## config.mk

```make
export PLATFORM = sky130hd
export DESIGN_NAME = fast_segment_tester
export DESIGN_NICKNAME = d
export VERILOG_FILES = /design/src/rtl/fast_pkg.sv /design/src/rtl/fast_pixel_classifier.sv /design/src/rtl/fast_segment_tester.sv
export SDC_FILE = /design/constraint.sdc
export NUM_CORES = 1
export LEC_CHECK = 0
export CELL_PAD_IN_SITES_DETAIL_PLACEMENT = 1
export CELL_PAD_IN_SITES_GLOBAL_PLACEMENT = 1
export CORE_MARGIN = 2
export CORE_UTILIZATION = 46
export CTS_CLUSTER_DIAMETER = 40
export DETAILED_ROUTE_END_ITERATION = 8
export GPL_TIMING_DRIVEN = 0
export PLACE_DENSITY_LB_ADDON = 0.1
export SYNTH_ARGS = -nofsm -noshare
export SYNTH_HDL_FRONTEND = slang
export SYNTH_HIERARCHICAL = 1
export SYNTH_SLANG_ARGS = --single-unit
```

## constraint.sdc

```tcl
create_clock -name clk -period 5.8 [get_ports clk]
set_input_delay 0.87 -clock clk [delete_from_list [all_inputs] [get_ports clk]]
set_output_delay 0.87 -clock clk [all_outputs]
set_load 0.05 [all_outputs]
```

## src/rtl/fast_pkg.sv

```systemverilog
// Shared types and helpers for the FAST segment tester.
package fast_pkg;

  localparam int unsigned PIX_W    = 8;
  localparam int unsigned RING_LEN = 16;
  localparam int unsigned SCORE_W  = 12;

  typedef logic [PIX_W-1:0] pixel_t;
  typedef logic [4:0]       run_t;

  typedef enum logic [1:0] {IDLE, COLLECT, EVAL, DONE} seg_state_t;

  function automatic run_t run_max(input run_t a, input run_t b);
    return (a > b) ? a : b;
  endfunction

  // Join the tail run at idx 15 with the lead run from idx 0 unless the ring matched everywhere.
  function automatic run_t close_arc(input run_t mx, input run_t cur, input run_t lead);
    if ((cur != 5'd0) && (lead != 5'(RING_LEN)))
      return run_max(mx, cur + lead);
    return mx;
  endfunction

endpackage

```

## src/rtl/fast_pixel_classifier.sv

```systemverilog
// Combinational bright/dark classification of one ring pixel against centre +/- threshold.
module fast_pixel_classifier #(
  parameter int unsigned PIX_W = 8
) (
  input  logic [PIX_W-1:0] p,
  input  logic [PIX_W-1:0] c,
  input  logic [PIX_W-1:0] t,
  output logic             bright,
  output logic             dark,
  output logic [PIX_W-1:0] abs_diff
);

  localparam int unsigned EXT_W = PIX_W + 2;

  logic signed [EXT_W-1:0] p_e, c_e, t_e, hi, lo;

  // Two guard bits keep c+t and c-t exact; a negative c-t makes dark impossible.
  assign p_e = $signed(EXT_W'(p));
  assign c_e = $signed(EXT_W'(c));
  assign t_e = $signed(EXT_W'(t));
  assign hi  = c_e + t_e;
  assign lo  = c_e - t_e;

  assign bright   = p_e > hi;
  assign dark     = p_e < lo;
  assign abs_diff = (p > c) ? (p - c) : (c - p);

endmodule

```

## src/rtl/fast_segment_tester.sv

```systemverilog
// FAST segment test over one 16-pixel Bresenham ring, with wrap-around arc detection.
// Optional score accumulation is enabled by defining FAST_SCORE_EN.
module fast_segment_tester #(
  parameter int unsigned PIX_W   = 8,
  parameter int unsigned ARC_LEN = 9
) (
  input  logic             clk,
  input  logic             rst,
  input  logic             start,
  input  logic [PIX_W-1:0] center_pixel,
  input  logic [PIX_W-1:0] threshold,
  input  logic             sample_valid,
  input  logic [PIX_W-1:0] sample_pixel,
  output logic             busy,
  output logic             done,
  output logic             is_corner,
  output logic             polarity,
  output logic [4:0]       max_run,
  output logic [11:0]      score
);

  import fast_pkg::*;

  seg_state_t       state, state_nxt;
  logic [PIX_W-1:0] c_q, t_q;
  logic [3:0]       idx;
  run_t             cur_b, cur_d, lead_b, lead_d, max_b, max_d;
  logic             lead_b_open, lead_d_open;
  logic             bright, dark;
  logic [PIX_W-1:0] abs_diff;
  logic             load_c, samp_c, eval_c;
  run_t             fin_b, fin_d, run_c;
  logic             pol_c, corner_c;

  fast_pixel_classifier #(.PIX_W(PIX_W)) u_class (
    .p        (sample_pixel),
    .c        (c_q),
    .t        (t_q),
    .bright   (bright),
    .dark     (dark),
    .abs_diff (abs_diff)
  );

  always_ff @(posedge clk or posedge rst) begin
    if (rst) state <= IDLE;
    else     state <= state_nxt;
  end

  always_comb begin
    state_nxt = state;
    case (state)
      IDLE:    if (start) state_nxt = COLLECT;
      COLLECT: if (start) state_nxt = COLLECT;
               else if (sample_valid && (idx == 4'd15)) state_nxt = EVAL;
      EVAL:    state_nxt = start ? COLLECT : DONE;
      DONE:    state_nxt = start ? COLLECT : IDLE;
      default: state_nxt = IDLE;
    endcase
  end

  // Start restarts from any state and takes priority over a coincident sample.
  always_comb begin
    load_c = 1'b0;
    samp_c = 1'b0;
    eval_c = 1'b0;
    if (start) load_c = 1'b1;
    else if ((state == COLLECT) && sample_valid) samp_c = 1'b1;
    else if (state == EVAL) eval_c = 1'b1;
  end

  always_comb begin
    fin_b    = close_arc(max_b, cur_b, lead_b);
    fin_d    = close_arc(max_d, cur_d, lead_d);
    pol_c    = fin_b >= fin_d;
    run_c    = pol_c ? fin_b : fin_d;
    corner_c = run_c >= run_t'(ARC_LEN);
  end

  always_ff @(posedge clk or posedge rst) begin
    if (rst) begin
      busy        <= 1'b0;
      done        <= 1'b0;
      is_corner   <= 1'b0;
      polarity    <= 1'b0;
      max_run     <= '0;
      c_q         <= '0;
      t_q         <= '0;
      idx         <= '0;
      cur_b       <= '0;
      cur_d       <= '0;
      lead_b      <= '0;
      lead_d      <= '0;
      max_b       <= '0;
      max_d       <= '0;
      lead_b_open <= 1'b0;
      lead_d_open <= 1'b0;
    end else begin
      busy <= (state_nxt == COLLECT) || (state_nxt == EVAL);
      done <= eval_c;
      if (load_c) begin
        c_q         <= center_pixel;
        t_q         <= threshold;
        idx         <= '0;
        cur_b       <= '0;
        cur_d       <= '0;
        lead_b      <= '0;
        lead_d      <= '0;
        max_b       <= '0;
        max_d       <= '0;
        lead_b_open <= 1'b1;
        lead_d_open <= 1'b1;
      end else if (samp_c) begin
        idx <= idx + 4'd1;
        if (bright) begin
          cur_b <= cur_b + 5'd1;
          max_b <= run_max(max_b, cur_b + 5'd1);
          if (lead_b_open) lead_b <= lead_b + 5'd1;
        end else begin
          cur_b       <= '0;
          lead_b_open <= 1'b0;
        end
        if (dark) begin
          cur_d <= cur_d + 5'd1;
          max_d <= run_max(max_d, cur_d + 5'd1);
          if (lead_d_open) lead_d <= lead_d + 5'd1;
        end else begin
          cur_d       <= '0;
          lead_d_open <= 1'b0;
        end
      end
      if (eval_c) begin
        is_corner <= corner_c;
        polarity  <= pol_c;
        max_run   <= run_c;
      end
    end
  end

`ifdef FAST_SCORE_EN
  logic [11:0] acc_b, acc_d;
  logic [12:0] inc;

  assign inc = 13'(abs_diff - t_q);

  // Per-polarity sums of (|p-c| - t), saturating at 12'hFFF.
  always_ff @(posedge clk or posedge rst) begin
    if (rst) begin
      acc_b <= '0;
      acc_d <= '0;
      score <= '0;
    end else begin
      if (load_c) begin
        acc_b <= '0;
        acc_d <= '0;
      end else if (samp_c) begin
        if (bright) acc_b <= (13'(acc_b) + inc > 13'hFFF) ? 12'hFFF : 12'(13'(acc_b) + inc);
        if (dark)   acc_d <= (13'(acc_d) + inc > 13'hFFF) ? 12'hFFF : 12'(13'(acc_d) + inc);
      end
      if (eval_c) score <= corner_c ? (pol_c ? acc_b : acc_d) : 12'h000;
    end
  end
`else
  logic unused_abs;
  assign unused_abs = ^abs_diff;
  assign score      = 12'h000;
`endif

endmodule

```

==> qor.csv, run 1 <==
metric,value,unit
Post-Route WL,11.4,mm
cell breakdown of the critical path,ha_1 -> fa_1 -> a21o_1 -> a21oi_1 -> xnor2_1 -> ha_1 -> nand4_1 -> or2_1 -> a21oi_4 -> mux2i_1 -> inv_1 -> ha_1 -> nand2b_1 -> a21o_1 -> a21oi_1 -> o21ai_2 -> mux2i_1 -> o31a_1 -> o22a_1,
endpoints failing hold,0,
max cap viols,0,
dpl hpwl,9.08,mm
hold buffers post-CTS,0,
Core Rows,37,
post-cts resize count,0,
post-route DRC violation count,0,
Mapped Cells,498,
H-tree Lvls,3,
standard cell core area,0.0104,mm^2
total track usage,0.216,
vias per inst,5.33,
Seq pwr share,0.319,
DIE AREA,0.0115,mm^2
Die Y,107,um
share of layout cells above drive strength 1,0.119,
Overflow after GRT,0,
Setup Buffers After CTS,0,
RSZ-0062 raised after global routing,false,
"Cell Count, Final, Fillers Out",697,
Mean Syn Cell Area,9.87,um^2
"antenna viol nets, final",0,
Sw Share,0.369,
Leak,0.00264,uW
"CTS clk-pin slew, worst paths",70,ps
Slowest cell on crit path,dfrtp_1,
Final Cycle Share,0.817,
max frequency,211,MHz
Yosys warning count,6,
internal power,1000,uW
initial antenna violation count,0,
crit path max fanout,7,
CP peak stage delay,450,ps
Port Buffer Count,35,
via count,3717,
placed cells,681,
nets,661,
CTS tree,built,
Crit path arrival time,4970,ps
VDD IR-drop max,0.000126,V
via count of the first global-routing pass,3996,
critical path launch point type,flop,
IO Count,49,
Mapped Area,0.00491,mm^2
Starting DRT DRC Count,121,
final estimated routing congestion in global placement,0.841,
Tmin final,4740,ps
Syn-to-layout area delta,16.2,%
status,"finished, final reports clean",
Gate power share,0.416,
"Core Util, Final",0.551,
"delay-heaviest family, CP",compound AO/OA/AOI/OAI gates,
first-pass GRT wire length,19.7,mm
Pre-Repair DR Iteration Count,4,
CTS root buf,clkbuf_8,
most frequent CP cell,ha_1,
Crit. End Element,flop,
Slew HR,0.459,
Final TNS setup,0,ps
WP data required,6040,ps
Die Span X,107,um
CP Buf/Inv Count,1,
Initial Util,0.474,
NetSw,587,uW
clk_skew,6.91,ps
clock sinks,63,
worst-margin pin slew,807,ps
maximum clock insertion buffer count,2,
largest net degree at the start of global routing,43,
worst skew pair latency,340,ps
type of the most critical hold path,reg2reg,
count of final setup violators,0,
Clock power frac,0.265,
Cell Pwr Density,279,mW/mm^2
CTS Buf Count,9,
Hold Slack,492,ps
Final Max Tran Viols,0,
Antenna Cells,0,
critical path type,reg2reg,
Routed wire per std cell,16.3,um
final cells by class:
class,instances,area (um^2)
Clock inverter,6,85.1
Buffer,23,133
Sequential cell,63,1580
Multi-Input combinational cell,372,3060
Clock buffer,10,128
Timing Repair Buffer,36,370
Tap cell,136,170
Inverter,51,191
Fill cell,1197,4660
power groups by stage:
stage          Sequential (uW)  Clock [uW]  Combinational (uW)
6_report                   507         422                 662
5_1_grt                    513         453                 745
4_1_cts                    508         431                 664
3_5_place_dp               516           0                 660
3_3_place_gp               514           0                 629
2_1_floorplan              503           0                 509
cell usage in the layout, fill, tap and decap left out, types with 3 or more instances in the layout:
master	instances
buf_4	12
clkbuf_8	9
ha_1	73
xor2_1	14
nor2_1	30
mux2i_1	8
mux2_2	23
a311oi_1	3
o21bai_1	3
o21a_1	10
nand3b_1	4
nor2b_1	14
conb_1	12
clkbuf_1	10
fa_1	4
inv_1	50
nand2_1	15
and3_1	3
xnor2_1	22
nand2b_1	11
nor3_1	4
nand4_1	8
a21o_1	6
clkdlybuf4s50_1	35
dfrtp_1	63
o2bb2ai_1	5
nand3_1	12
o21ai_0	20
a21oi_1	29
through the flow:
stage / instance area [um^2] / total power [uW] / setup slack [ps]
floorplan: 4960 / 1010 / 1630
global placement: 5480 / 1140 / 1230
detailed placement: 5500 / 1180 / 1110
CTS: 5710 / 1600 / 1050
global route: 5710 / 1710 / 683
finish: 5710 / 1590 / 1060
flip-flops by register name (all words and copies together), names as in the netlist:
signal	count
busy	1
c_q	8
cur_b	5
cur_d	5
done	1
idx	4
is_corner	1
lead_b	5
lead_b_open	1
lead_d	5
lead_d_open	1
max_b	5
max_d	5
max_run	5
polarity	1
state	2
t_q	8
final timing paths:
check / from / end / slack, ps / cells after the start
min in group asynchronous: rst / c_q[1] / 870 / 2
max in group asynchronous: rst / lead_d_open / 4330 / 3
min: max_run[4] / max_run[4] / 490 / 1
max: cur_d[0] / is_corner / 1060 / 19
min reg2reg: max_run[4] / max_run[4] / 490 / 1
max reg2reg: cur_d[0] / is_corner / 1060 / 19
layer usage:
metal	routed length [um]	part of all wire	vias up	track usage
met4	62	0.0055	0	0.0302
met2	5490	0.48	42	0.374
met1	5510	0.49	1840	0.287
li1	-	-	1830	-
met5	0	0	-	0
met3	295	0.026	5	0.0424
Power figures use the tool's default switching activity.
==> run 2, diff against run 1 <==
--- a/config.mk
+++ b/config.mk
@@ -8,7 +8,7 @@
 export CELL_PAD_IN_SITES_DETAIL_PLACEMENT = 1
 export CELL_PAD_IN_SITES_GLOBAL_PLACEMENT = 1
 export CORE_MARGIN = 2
-export CORE_UTILIZATION = 46
+export CORE_UTILIZATION = 42
 export CTS_CLUSTER_DIAMETER = 40
 export DETAILED_ROUTE_END_ITERATION = 8
 export GPL_TIMING_DRIVEN = 0
==> constraint.sdc (replaced) <==
create_clock -name clk -period 4.07 [get_ports clk]
set_input_delay 0.6105 -clock clk [delete_from_list [all_inputs] [get_ports clk]]
set_output_delay 0.6105 -clock clk [all_outputs]
set_load 0.05 [all_outputs]
==> qor.csv, run 2 (same netlist as run 1, synthesis figures left out) <==
metric,value,unit,change
PnR worst setup slack,-257,ps,was 1060 ps
Die Y,112,um,was 107 um
Top Registers,"c_q (8), t_q (8)",,unchanged
via count,3859,,"was 3,717"
total track usage,0.207,,was 0.216
nets,686,,was 661
RSZ-0062 raised after global routing,true,,was false
standard cell core area,0.0114,mm^2,was 0.0104 mm^2
"CTS clk-pin slew, worst paths",60,ps,was 70 ps
most frequent cells in the layout,"70 x ha_1, 57 x dfrtp_1, 50 x inv_1, 38 x buf_4, 35 x clkdlybuf4s50_1",,"was 73 x ha_1, 63 x dfrtp_1, 50 x inv_1, 35 x clkdlybuf4s50_1, 30 x nor2_1"
Final Cycle Share,1.06,,was 0.817
final estimated routing congestion in global placement,0.764,,was 0.841
"antenna viol nets, final",0,,unchanged
critical path type,reg2reg,,unchanged
worst skew pair latency,340,ps,about the same
Final Max Tran Viols,0,,unchanged
share of layout cells above drive strength 1,0.215,,was 0.119
Post-Route WL,12.6,mm,was 11.4 mm
pre-CTS WS,-493,ps,was 1110 ps
Hold Slack,490,ps,was 492 ps
failing checks,negative setup slack,,
CP peak stage delay,420,ps,was 450 ps
CP Buf/Inv Count,1,,unchanged
clock sinks,63,,unchanged
Crit path arrival time,4550,ps,was 4970 ps
Cell Pwr Density,437,mW/mm^2,was 279 mW/mm^2
VDD IR-drop max,0.000216,V,was 0.000126 V
hold buffers post-CTS,0,,unchanged
Leak,0.00283,uW,was 0.00264 uW
Antenna Cells,0,,unchanged
DIE AREA,0.0126,mm^2,was 0.0115 mm^2
Overflow after GRT,0,,unchanged
WP data required,4290,ps,was 6040 ps
max cap viols,0,,unchanged
register area,0.00158,mm^2,about the same
critical path launch point type,flop,,unchanged
type of the most critical hold path,reg2reg,,unchanged
clk_skew,3.66,ps,was 6.91 ps
crit path max fanout,5,,was 7
largest net degree at the start of global routing,64,,was 43
Starting DRT DRC Count,164,,was 121
max frequency,231,MHz,was 211 MHz
CTS tree,built,,unchanged
# fillers,1304,,"was 1,197"
Initial Util,0.430,,was 0.474
multi-input logic area,0.00324,mm^2,was 0.00306 mm^2
"delay-heaviest family, CP",compound AO/OA/AOI/OAI gates,,unchanged
first-pass GRT wire length,20.7,mm,was 19.7 mm
maximum clock insertion buffer count,2,,unchanged
Port Buffer Count,35,,unchanged
Slew HR,0.452,,was 0.459
Die Span X,112,um,was 107 um
vias per inst,5.30,,was 5.33
endpoints failing hold,0,,unchanged
count of final setup violators,7,,was 0
Core Rows,39,,was 37
Tmin final,4330,ps,was 4740 ps
H-tree Lvls,3,,unchanged
initial antenna violation count,0,,unchanged
Crit. End Element,flop,,unchanged
"commonest non-fill, non-tap cell in the layout",ha_1,,unchanged
Routed wire per std cell,17.3,um,was 16.3 um
CTS root buf,clkbuf_16,,was clkbuf_8
Pre-Repair DR Iteration Count,4,,unchanged
dpl hpwl,9.12,mm,was 9.08 mm
IO Count,49,,unchanged
via count of the first global-routing pass,4100,,"was 3,996"
status,finished with violations,,"was finished, final reports clean"
cell breakdown of the critical path,ha_4 -> fa_2 -> a21o_1 -> a21oi_2 -> xnor2_2 -> ha_1 -> nand4_1 -> or2_1 -> a21oi_4 -> mux2i_2 -> inv_1 -> ha_1 -> nand2b_4 -> a21o_1 -> a21oi_2 -> o21ai_4 -> mux2i_1 -> o31a_1 -> o22a_1,,was ha_1 -> fa_1 -> a21o_1 -> a21oi_1 -> xnor2_1 -> ha_1 -> nand4_1 -> or2_1 -> a21oi_4 -> mux2i_1 -> inv_1 -> ha_1 -> nand2b_1 -> a21o_1 -> a21oi_1 -> o21ai_2 -> mux2i_1 -> o31a_1 -> o22a_1
worst-margin pin slew,822,ps,was 807 ps
post-route DRC violation count,0,,unchanged
CTS Buf Count,9,,unchanged
Syn-to-layout area delta,25.9,%,was 16.2%
Slowest cell on crit path,dfrtp_1,,unchanged
==> run 2: report_power, final <==
| part | internal, uW | switching [uW] | total, uW |
|---|---|---|---|
| Sequential | 672 | 53.1 | 725 |
| Clock | 501 | 288 | 788 |
| Combinational | 577 | 614 | 1190 |
==> run 2: what timing repair did <==
| item | in CTS | in global routing |
|---|---|---|
| gates resized for setup | 23 | 21 |
| setup buffers | 18 | 9 |
| endpoints found under the setup margin | 22 | 22 |
| pin swaps | 19 | 9 |
==> run 2: final cells by class <==
class,count,share of cell area
buffer,22,0.0214
timing repair buffer,62,0.0900
multi-input combinational,372,0.524
sequential,63,0.256
tap,143,0.0289
inverter,51,0.0313
clock inverter,4,0.00728
clock buffer,11,0.0408
==> run 2: worst reg2reg max path: cells and delay by family, from the launching register on <==
kind | cells | cell delay, ps
flops | 1 | 420
simple gates | 3 | 550
buf+inv | 1 | 80
compound gates | 8 | 1450
xor+xnor | 1 | 90
mux | 2 | 450
fa+ha+maj | 4 | 1170
==> run 2: metal layers <==
layer / up-vias / global-route usage / share of wire
li1: 1875 / - / -
met2: 48 / 0.347 / 0.50
met1: 1920 / 0.276 / 0.45
met5: - / 0 / 0
met4: 0 / 0.0740 / 0.018
met3: 16 / 0.0292 / 0.023
==> run 2: worst paths after layout <==
kind | from | to | slack [ps] | depth (start not counted)
worst max-delay path | lead_d[0] | is_corner | -260 | 19
worst min register to register | max_run[4] | max_run[4] | 490 | 1
worst min-delay path | max_run[4] | max_run[4] | 490 | 1
worst max register to register | lead_d[0] | is_corner | -260 | 19
min in group asynchronous | rst | state[1] | 800 | 2
max in group asynchronous | rst | cur_d[0] | 2690 | 2
==> run 2: stage by stage <==
step                      utilization  TNS (ps)  instances  power, uW  area (um^2)
after floorplan                     -         0        509       1440         4970
after global placement          0.481     -5060        687       1640         5500
after detailed placement        0.481     -6540        687       1680         5500
after CTS                       0.529      -536        719       2620         6040
after global routing            0.542     -2190        728       2870         6190
final                           0.542      -943        728       2700         6190
==> run 3, diff against run 2 <==
--- a/config.mk
+++ b/config.mk
@@ -8,12 +8,12 @@
 export CELL_PAD_IN_SITES_DETAIL_PLACEMENT = 1
 export CELL_PAD_IN_SITES_GLOBAL_PLACEMENT = 1
 export CORE_MARGIN = 2
-export CORE_UTILIZATION = 42
+export CORE_UTILIZATION = 41
 export CTS_CLUSTER_DIAMETER = 40
 export DETAILED_ROUTE_END_ITERATION = 8
 export GPL_TIMING_DRIVEN = 0
 export PLACE_DENSITY_LB_ADDON = 0.1
+export SETUP_SLACK_MARGIN = 0.15
 export SYNTH_ARGS = -nofsm -noshare
 export SYNTH_HDL_FRONTEND = slang
-export SYNTH_HIERARCHICAL = 1
 export SYNTH_SLANG_ARGS = --single-unit
==> qor.csv, run 3 <==
metric,value,unit,change
status,finished with violations,,unchanged
failing checks,negative setup slack,,unchanged
WP data required,4300,ps,was 4290 ps
CTS root buf,clkbuf_16,,unchanged
worst skew pair latency,340,ps,about the same
Port Buffer Count,36,,was 35
Tmin final,4350,ps,was 4330 ps
Syn-to-layout area delta,26.2,%,was 25.9%
Die Span X,114,um,was 112 um
Crit. End Element,flop,,unchanged
Crit path arrival time,4580,ps,was 4550 ps
"commonest non-fill, non-tap cell in the layout",ha_1,,unchanged
via count,4105,,"was 3,859"
endpoints failing hold,0,,unchanged
Leak,0.00284,uW,was 0.00283 uW
Commonest cells post-synth,"74 x ha_1, 63 x dfrtp_1, 56 x inv_1",,
Slew HR,0.378,,was 0.452
"CTS clk-pin slew, worst paths",50,ps,was 60 ps
Antenna Cells,0,,unchanged
standard cell core area,0.0119,mm^2,was 0.0114 mm^2
"FF+latch count, synth",63,,
Clock power frac,0.278,,was 0.292
Starting DRT DRC Count,186,,was 164
Pre-Repair DR Iteration Count,4,,unchanged
dpl hpwl,9.89,mm,was 9.12 mm
NetSw,1060,uW,was 955 uW
RSZ-0062 raised after global routing,true,,unchanged
CP peak stage delay,420,ps,about the same
most frequent cells in the layout,"71 x ha_1, 59 x dfrtp_1, 54 x inv_1, 39 x a21oi_1, 36 x clkdlybuf4s50_1",,"was 70 x ha_1, 57 x dfrtp_1, 50 x inv_1, 38 x buf_4, 35 x clkdlybuf4s50_1"
nets,715,,was 686
design area,0.00623,mm^2,was 0.00619 mm^2
Synth area leaders,"dfrtp_1 32%, ha_1 19%, a21oi_1 4.6%",,
"Core Util, Final",0.525,,was 0.542
DIE AREA,0.0129,mm^2,was 0.0126 mm^2
Mean Syn Cell Area,9.36,um^2,was 9.87 um^2
Routed wire per std cell,17.9,um,was 17.3 um
final estimated routing congestion in global placement,0.824,,was 0.764
Post-synth ARST share,1.00,,
worst-margin pin slew,921,ps,was 822 ps
PnR worst setup slack,-281,ps,was -257 ps
type of the most critical hold path,reg2reg,,unchanged
share of layout cells above drive strength 1,0.189,,was 0.215
hold buffers post-CTS,0,,unchanged
Yosys warning count,0,,was 6
largest net degree at the start of global routing,64,,unchanged
via count of the first global-routing pass,4491,,"was 4,100"
Yosys cell types,54,,
Initial Util,0.416,,was 0.430
first-pass GRT wire length,22.8,mm,was 20.7 mm
total track usage,0.226,,was 0.207
pre-CTS WS,-381,ps,was -493 ps
critical path launch point type,flop,,unchanged
crit path max fanout,6,,was 5
internal power,1760,uW,was 1750 uW
Overflow after GRT,0,,unchanged
CTS Buf Count,9,,unchanged
placed instance area,0.00559,mm^2,was 0.00550 mm^2
post-route DRC violation count,0,,unchanged
"delay-heaviest family, CP",compound AO/OA/AOI/OAI gates,,unchanged
clock sinks,63,,unchanged
critical path type,reg2reg,,unchanged
post-synth top area cell,dfrtp_1,,
initial antenna violation count,0,,unchanged
Cell Pwr Density,454,mW/mm^2,was 437 mW/mm^2
max frequency,230,MHz,was 231 MHz
Top Registers,"c_q (8), t_q (8)",,unchanged
H-tree Lvls,3,,unchanged
post-synthesis sequential area ratio,0.320,,
Post-Route WL,13.6,mm,was 12.6 mm
Core Rows,40,,was 39
Final Cycle Share,1.07,,was 1.06
count of final setup violators,7,,unchanged
most numerous cell in the Yosys netlist,ha_1,,
Mapped Area,0.00493,mm^2,was 0.00491 mm^2
IO Count,49,,unchanged
Synth Flop Type,dfrtp_1,,
cell breakdown of the critical path,ha_4 -> fa_2 -> a21o_1 -> a21oi_2 -> xnor2_2 -> inv_2 -> ha_4 -> nand4_1 -> or2_4 -> a21oi_4 -> mux2i_2 -> ha_1 -> nand2b_4 -> a21o_1 -> a21oi_2 -> o21ai_4 -> mux2i_2 -> o31a_1 -> o22a_1,,was ha_4 -> fa_2 -> a21o_1 -> a21oi_2 -> xnor2_2 -> ha_1 -> nand4_1 -> or2_1 -> a21oi_4 -> mux2i_2 -> inv_1 -> ha_1 -> nand2b_4 -> a21o_1 -> a21oi_2 -> o21ai_4 -> mux2i_1 -> o31a_1 -> o22a_1
VDD IR-drop max,0.000162,V,was 0.000216 V
Slowest cell on crit path,dfrtp_1,,unchanged
Post-synth EDFFs,0,,
clk_skew,6.39,ps,was 3.66 ps
max cap viols,0,,unchanged
maximum clock insertion buffer count,2,,unchanged
CTS tree,built,,unchanged
Sw Share,0.376,,was 0.353
CP Buf/Inv Count,1,,unchanged
"antenna viol nets, final",0,,unchanged
Hold Slack,504,ps,was 490 ps
Mapped Cells,527,,was 498
Gate power share,0.464,,was 0.440
Die Y,114,um,was 112 um
vias per inst,5.39,,was 5.30
Yosys top cell area share,0.320,,
Final Max Tran Viols,0,,unchanged
Final TNS setup,-1370,ps,was -943 ps
Seq pwr share,0.259,,was 0.268
==> run 3: cell type report <==
cell class,count,area (um^2)
multi-input combinational,392,3260
timing repair buffer,60,548
inverter,56,213
sequential,63,1580
tap,147,184
clock buffer,12,246
fill,1367,5640
buffer,27,153
clock inverter,4,45.0
==> run 3: path summary, 6_finish.rpt <==
kind | startpoint | to | slack (ps) | depth (start not counted)
max in group asynchronous | rst | lead_d[0] | 2670 | 2
max reg2reg | lead_b[0] | is_corner | -280 | 19
min | max_run[0] | max_run[0] | 500 | 1
max | lead_b[0] | is_corner | -280 | 19
min reg2reg | max_run[0] | max_run[0] | 500 | 1
min in group asynchronous | rst | t_q[0] | 800 | 2
==> run 3: kinds of logic after synthesis <==
| group | Yosys count | synth area share |
|---|---|---|
| buf+inv | 83 | 0.0728 |
| other cells | 1 | 0.000760 |
| xor+xnor | 32 | 0.0568 |
| mux | 27 | 0.0594 |
| flops | 63 | 0.320 |
| simple gates | 120 | 0.126 |
| compound gates | 123 | 0.161 |
| fa+ha+maj | 78 | 0.204 |
==> run 3: power by group through the flow <==
stage	clock [uW]	combinational (uW)	sequential, uW
after floorplan	0	806	721
after global placement	0	1010	738
after detailed placement	0	1060	741
after CTS	796	1220	728
after global routing	824	1450	740
final	785	1310	732
==> run 3: repair_timing <==
item | 4_1_cts | 5_1_grt
pin swaps | 17 | 16
buffers inserted | 20 | 4
gates resized for setup | 14 | 23
setup endpoints to repair | 20 | 30
==> run 3: stage by stage <==
| step | cells | power, uW |
|---|---|---|
| floorplan | 538 | 1530 |
| global placement | 721 | 1750 |
| detailed placement | 721 | 1800 |
| CTS | 757 | 2740 |
| global route | 761 | 3020 |
| finish | 761 | 2830 |
==> run 3: per-layer routing <==
layer  GRT usage  wire length [um]  vias to the layer above
met5           0                 0                        -
met3      0.0303               237                       11
met4      0.0780               172                        0
met1       0.289              6360                     2064
li1            -                 -                     1993
met2       0.394              6850                       37
